==> src/rtl/icache_pkg.sv <==
// Shared constants, address-field positions and FSM state type for the instruction cache.
package icache_pkg;

   localparam int TAG_W      = 3;
   localparam int INDEX_W    = 3;
   localparam int OFFSET_W   = 2;
   localparam int BLOCK_W    = 128;
   localparam int WORD_W     = 32;

   // Byte-address field positions: tag [9:7], index [6:4], word offset [3:2]
   localparam int OFFSET_LSB = 2;
   localparam int INDEX_LSB  = OFFSET_LSB + OFFSET_W;
   localparam int TAG_LSB    = INDEX_LSB + INDEX_W;

   typedef enum logic [1:0] {
      IDLE     = 2'd0,
      MEM_READ = 2'd1,
      UPDATE   = 2'd2
   } icache_state_e;

endpackage

==> src/rtl/icache_line_array.sv <==
// Valid/tag/data storage for the instruction cache: one synchronous write port,
// synchronous clear of all valid bits, combinational read by index.
module icache_line_array
   import icache_pkg::*;
#(
   parameter int NUM_BLOCKS = 8
) (
   input  logic               clk,
   input  logic               clear,
   input  logic               write_en,
   input  logic [INDEX_W-1:0] write_index,
   input  logic [TAG_W-1:0]   write_tag,
   input  logic [BLOCK_W-1:0] write_data,
   input  logic [INDEX_W-1:0] read_index,
   output logic               read_valid,
   output logic [TAG_W-1:0]   read_tag,
   output logic [BLOCK_W-1:0] read_data
);

   logic [NUM_BLOCKS-1:0] valid;
   logic [TAG_W-1:0]      tags [NUM_BLOCKS];
   logic [BLOCK_W-1:0]    data [NUM_BLOCKS];

   always_ff @(posedge clk) begin
      if (clear) begin
         valid <= '0;
      end else if (write_en) begin
         valid[write_index] <= 1'b1;
      end
   end

   // Tag and data are deliberately left unreset; valid alone qualifies them.
   always_ff @(posedge clk) begin
      if (write_en && !clear) begin
         tags[write_index] <= write_tag;
         data[write_index] <= write_data;
      end
   end

   assign read_valid = valid[read_index];
   assign read_tag   = tags[read_index];
   assign read_data  = data[read_index];

endmodule

==> src/rtl/instruction_cache.sv <==
// Direct-mapped read-only instruction cache with a 16-byte block refill FSM.
// Define ICACHE_STATS_EN to add saturating 16-bit hit_count / miss_count outputs.
//
// state    | meaning
// ---------+---------------------------------------------------------------
// IDLE     | serving fetches; a hit returns data this cycle, a miss stalls
// MEM_READ | mem_read held high until memory drops mem_busywait
// UPDATE   | captured block, tag and valid are written into the line
module instruction_cache
   import icache_pkg::*;
#(
   parameter int NUM_BLOCKS = 8,
   parameter int ADDR_W     = 10
) (
   input  logic                     CLK,
   input  logic                     RESET,
   input  logic [ADDR_W-1:0]        address,
   output logic [WORD_W-1:0]        readdata,
   output logic                     busywait,
   output logic                     mem_read,
   output logic [TAG_W+INDEX_W-1:0] mem_address,
   input  logic [BLOCK_W-1:0]       mem_readdata,
   input  logic                     mem_busywait
`ifdef ICACHE_STATS_EN
   ,
   output logic [15:0]              hit_count,
   output logic [15:0]              miss_count
`endif
);

   icache_state_e        state;
   icache_state_e        state_nxt;
   logic [TAG_W-1:0]     tag;
   logic [INDEX_W-1:0]   index;
   logic [OFFSET_W-1:0]  offset;
   logic                 line_valid;
   logic [TAG_W-1:0]     line_tag;
   logic [BLOCK_W-1:0]   line_data;
   logic [BLOCK_W-1:0]   fill_data;
   logic                 hit;
   logic                 line_write;
   logic [1:0]           unused_addr;

   assign tag         = address[TAG_LSB +: TAG_W];
   assign index       = address[INDEX_LSB +: INDEX_W];
   assign offset      = address[OFFSET_LSB +: OFFSET_W];
   assign unused_addr = address[1:0];

   icache_line_array #(
      .NUM_BLOCKS (NUM_BLOCKS)
   ) u_lines (
      .clk         (CLK),
      .clear       (RESET),
      .write_en    (line_write),
      .write_index (mem_address[INDEX_W-1:0]),
      .write_tag   (mem_address[INDEX_W +: TAG_W]),
      .write_data  (fill_data),
      .read_index  (index),
      .read_valid  (line_valid),
      .read_tag    (line_tag),
      .read_data   (line_data)
   );

   assign hit        = line_valid && (line_tag == tag);
   assign busywait   = !RESET && ((state != IDLE) || !hit);
   assign line_write = (state == UPDATE) && !RESET;

   always_comb begin
      readdata = line_data[31:0];
      case (offset)
         2'd0: readdata = line_data[31:0];
         2'd1: readdata = line_data[63:32];
         2'd2: readdata = line_data[95:64];
         2'd3: readdata = line_data[127:96];
         default: readdata = line_data[31:0];
      endcase
   end

   always_comb begin
      state_nxt = state;
      case (state)
         IDLE:     if (!hit) state_nxt = MEM_READ;
         MEM_READ: if (!mem_busywait) state_nxt = UPDATE;
         UPDATE:   state_nxt = IDLE;
         default:  state_nxt = IDLE;
      endcase
   end

   // The refill block address is latched on entry to MEM_READ so a wandering
   // PC cannot redirect a fill that is already in flight.
   always_ff @(posedge CLK) begin
      if (RESET) begin
         state       <= IDLE;
         mem_read    <= 1'b0;
         mem_address <= '0;
      end else begin
         state <= state_nxt;
         if (state == IDLE && !hit) begin
            mem_read    <= 1'b1;
            mem_address <= {tag, index};
         end else if (state == MEM_READ && !mem_busywait) begin
            mem_read    <= 1'b0;
         end
      end
   end

   always_ff @(posedge CLK) begin
      if (state == MEM_READ && !mem_busywait) begin
         fill_data <= mem_readdata;
      end
   end

`ifdef ICACHE_STATS_EN
   always_ff @(posedge CLK) begin
      if (RESET) begin
         hit_count  <= '0;
         miss_count <= '0;
      end else if (state == IDLE) begin
         if (hit && hit_count != 16'hFFFF) begin
            hit_count <= hit_count + 16'd1;
         end
         if (!hit && miss_count != 16'hFFFF) begin
            miss_count <= miss_count + 16'd1;
         end
      end
   end
`endif

endmodule
==> config.mk <==
export PLATFORM = sky130hd
export DESIGN_NAME = instruction_cache
export DESIGN_NICKNAME = d
export VERILOG_FILES = /design/src/rtl/icache_pkg.sv /design/src/rtl/icache_line_array.sv /design/src/rtl/instruction_cache.sv
export SDC_FILE = /design/constraint.sdc
export NUM_CORES = 1
export LEC_CHECK = 0
export CAP_MARGIN = 20
export CORE_MARGIN = 2
export CORE_UTILIZATION = 54
export DETAILED_ROUTE_END_ITERATION = 16
export GPL_TIMING_DRIVEN = 1
export HOLD_SLACK_MARGIN = 0.15
export PLACE_DENSITY_LB_ADDON = 0.05
export SYNTH_ARGS = -nofsm -noshare
export SYNTH_HDL_FRONTEND = slang
export SYNTH_SLANG_ARGS = --single-unit
==> constraint.sdc <==
create_clock -name CLK -period 12.9 [get_ports CLK]
set_clock_uncertainty 0.15 [all_clocks]
set_input_delay 2.58 -clock CLK [delete_from_list [all_inputs] [get_ports CLK]]
set_output_delay 2.58 -clock CLK [all_outputs]
set_load 0.005 [all_outputs]
==> impl_metrics.toml <==
[grt]
grt_overflow = 0
met1_usage_pct = 33.9
use_met3_pct = 3.81
antenna_found_initial = 8
grt_usage_pct = 23.0
grt-busiest-layer = "met2"
grt_pass1_wl_um = 141000
grt_max_degree = 122
use_met2_pct = 36.9
grt_pass1_vias = 20900

[clocking]
cts_tree = "done"
path_clk_slew_ns = 0.06
root_buffer = "clkbuf_16"
insertion_delay_ns = 0.67
cts.sinks = 1193
cts-resized-gates = 0
numCtsBuffers = 117
post_cts_buffers = 0
htree_levels = 3
cts_hold_buf = 0
cts_buffer_depth = 3

[timing]
timing.final.crit_share_pct = 69.3
final.setup.tns_ns = 0
setup_slack_ns = 3.96
timing.final.max_slew_violations = 0
setup_viol = 0
min_period_ns = 8.94
max_freq_ghz = 0.112
slew_headroom_pct = 27.6
final_hold_viol_count = 0
worst_slew_pin_slew_ns = 1.09
rsz0062_at_grt = "false"

[power]
finalPower_mw = 8.01
power.density_mw_per_mm2 = 156
vdd_drop_max_uv = 125
p_leak_nw = 16.4

[worst_setup_path]
worstRegToRegCells = 4
r2r_start = "state[1]"
r2r_slack_ns = 9.39
end_kind = "output port"
startpoint_type = "input port"
critPathKind = "in2out"
path_max_fanout = 108
worst_ep_required_time_ns = 10.17
worstReg2RegEnd = "u_lines.data[6][30]"
cp-startpoint = "address[5]"
arrival_ns = 6.21

[finish]
area_growth_pct = 15.3
drive_above_1_share_pct = 21.8
antenna_cells = 0
stdcell_count = 3291
final_common_cell = "edfxtp_1"
fin_area_mm2 = 0.0513
layout_common_cells = "edfxtp_1, mux4_2, clkdlybuf4s50_1, mux2i_1, clkbuf_16"
fin_nets = 2266

[die]
io_pins = 181
die_w_um = 291
die_h_um = 291
core_mm2 = 0.0818
fp.dieArea_mm2 = 0.0847
start_util_pct = 54.4
rows = 105

[logic_synthesis]
yosysUniqueCellTypes = 27
syn-num-nets = 2025
synth_warnings = 0
synthCells = 1884
synth-seq-cells = 1193
yosysSeqAreaShare_pct = 80.1
syn-mean-instance-area_um2 = 23.6
syn_area_mm2 = 0.0445

[placed_design]
gp_congestion = 0.700
dp_cells = 3076
dp_hpwl_um = 49300
dpl_worst_slack_ns = 3.92
portBuffers = 178
place_area_mm2 = 0.0475

[detailed_routing]
drc_errors = 0
routedWlPerCell_um = 29.2
via_per_inst = 6.07
antenna_left = 0
routed_wl_um = 96200
num_vias = 20000
detailedRoute.firstPassIterationCount = 7
drt_iter0_markers = 1806

[min_path]
worstHoldPathType = "reg2reg"
hp-start = "u_lines.valid[4]"
holdPathEnd = "u_lines.valid[4]"
holdPathStages = 2

[outcome]
outcome = "finished clean"

[flow_run]
cap_violations = 0
[how the worst max path moves through the flow]
stage	end	slack, ns	cells past startpoint
after global routing	readdata[20]	3.67	8
after detailed placement	readdata[10]	3.92	8
final	readdata[10]	3.96	8
after CTS	readdata[10]	3.92	8
after floorplan	u_lines.data[1][0]	0.23	3
after global placement	readdata[10]	3.91	8
[where the power goes]
part | total, mW | internal, mW | switching (mW) | leakage, nW
clock network | 3.34 | 1.92 | 1.42 | 1.83
logic | 0.353 | 0.171 | 0.182 | 3.78
registers | 4.32 | 4.28 | 0.0371 | 10.7
[critical path: stages]
cell,delay [ns]
buf_8,0.60
buf_4,0.83
mux4_2,0.36
mux2i_1,0.09
o22ai_1,0.56
nor2_1,0.10
a21oi_1,0.25
clkdlybuf4s50_1,0.57
[synth_stat cells]
library cell	number	share of area, %
o21ba_1	1	0.022
nor2_1	58	0.49
nor2b_1	1	0.014
and4_4	1	0.025
dfxtp_1	17	0.76
buf_4	23	0.39
nand2b_1	16	0.22
o22ai_1	32	0.45
buf_12	1	0.045
mux2i_1	146	3.3
nor4_1	1	0.014
a2111oi_4	1	0.062
nand3_1	1	0.011
a21oi_1	59	0.66
buf_2	30	0.34
buf_6	2	0.051
edfxtp_1	1176	79
nand2_1	2	0.017
nand3b_1	1	0.017
mux2_2	1	0.025
a41oi_4	1	0.062
clkbuf_1	24	0.20
mux4_2	261	13
inv_1	2	0.017
xor2_1	3	0.059
buf_1	14	0.12
nor3_1	9	0.10
[sequential cells by signal, summed over array words and instances, names as in the netlist]
register,count
fill_data,128
u_lines.tags,24
state,2
u_lines.data,1024
mem_read,1
u_lines.valid,8
mem_address,6
[routing by layer]
metal | wire length, um | vias to the layer above
li1 | - | 8450
met1 | 41500 | 10700
met2 | 47000 | 660
met3 | 6010 | 128
met4 | 1690 | 2
met5 | 10 | -
[final cells by class]
type                       count  area (um^2)
clock buffer                 152         3110
clock inverter                63          662
fill                        5529        30500
inverter                       2         7.51
multi-input combinational    595         8410
sequential                  1193        35700
tap                         1070         1340
timing repair buffer         216         2120
[stage by stage]
| step | hold slack (ns) | util, % |
|---|---|---|
| 6_report | 0.326 | 62.7 |
| 3_5_place_dp | 0.312 | 58.1 |
| 5_1_grt | 0.349 | 62.7 |
| 2_1_floorplan | 0.285 | - |
| 3_3_place_gp | 0.305 | 58.1 |
| 4_1_cts | 0.326 | 62.7 |
[cells by family after synthesis]
logic type,Yosys count,synth area share [%]
AO/OA/AOI/OAI,94,1.26
XOR/XNOR,3,0.0590
buffers and inverters,96,1.16
flip-flops,1193,80.1
multiplexers,408,16.5
AND/OR/NAND/NOR,90,0.914
Power figures use the tool's default switching activity.
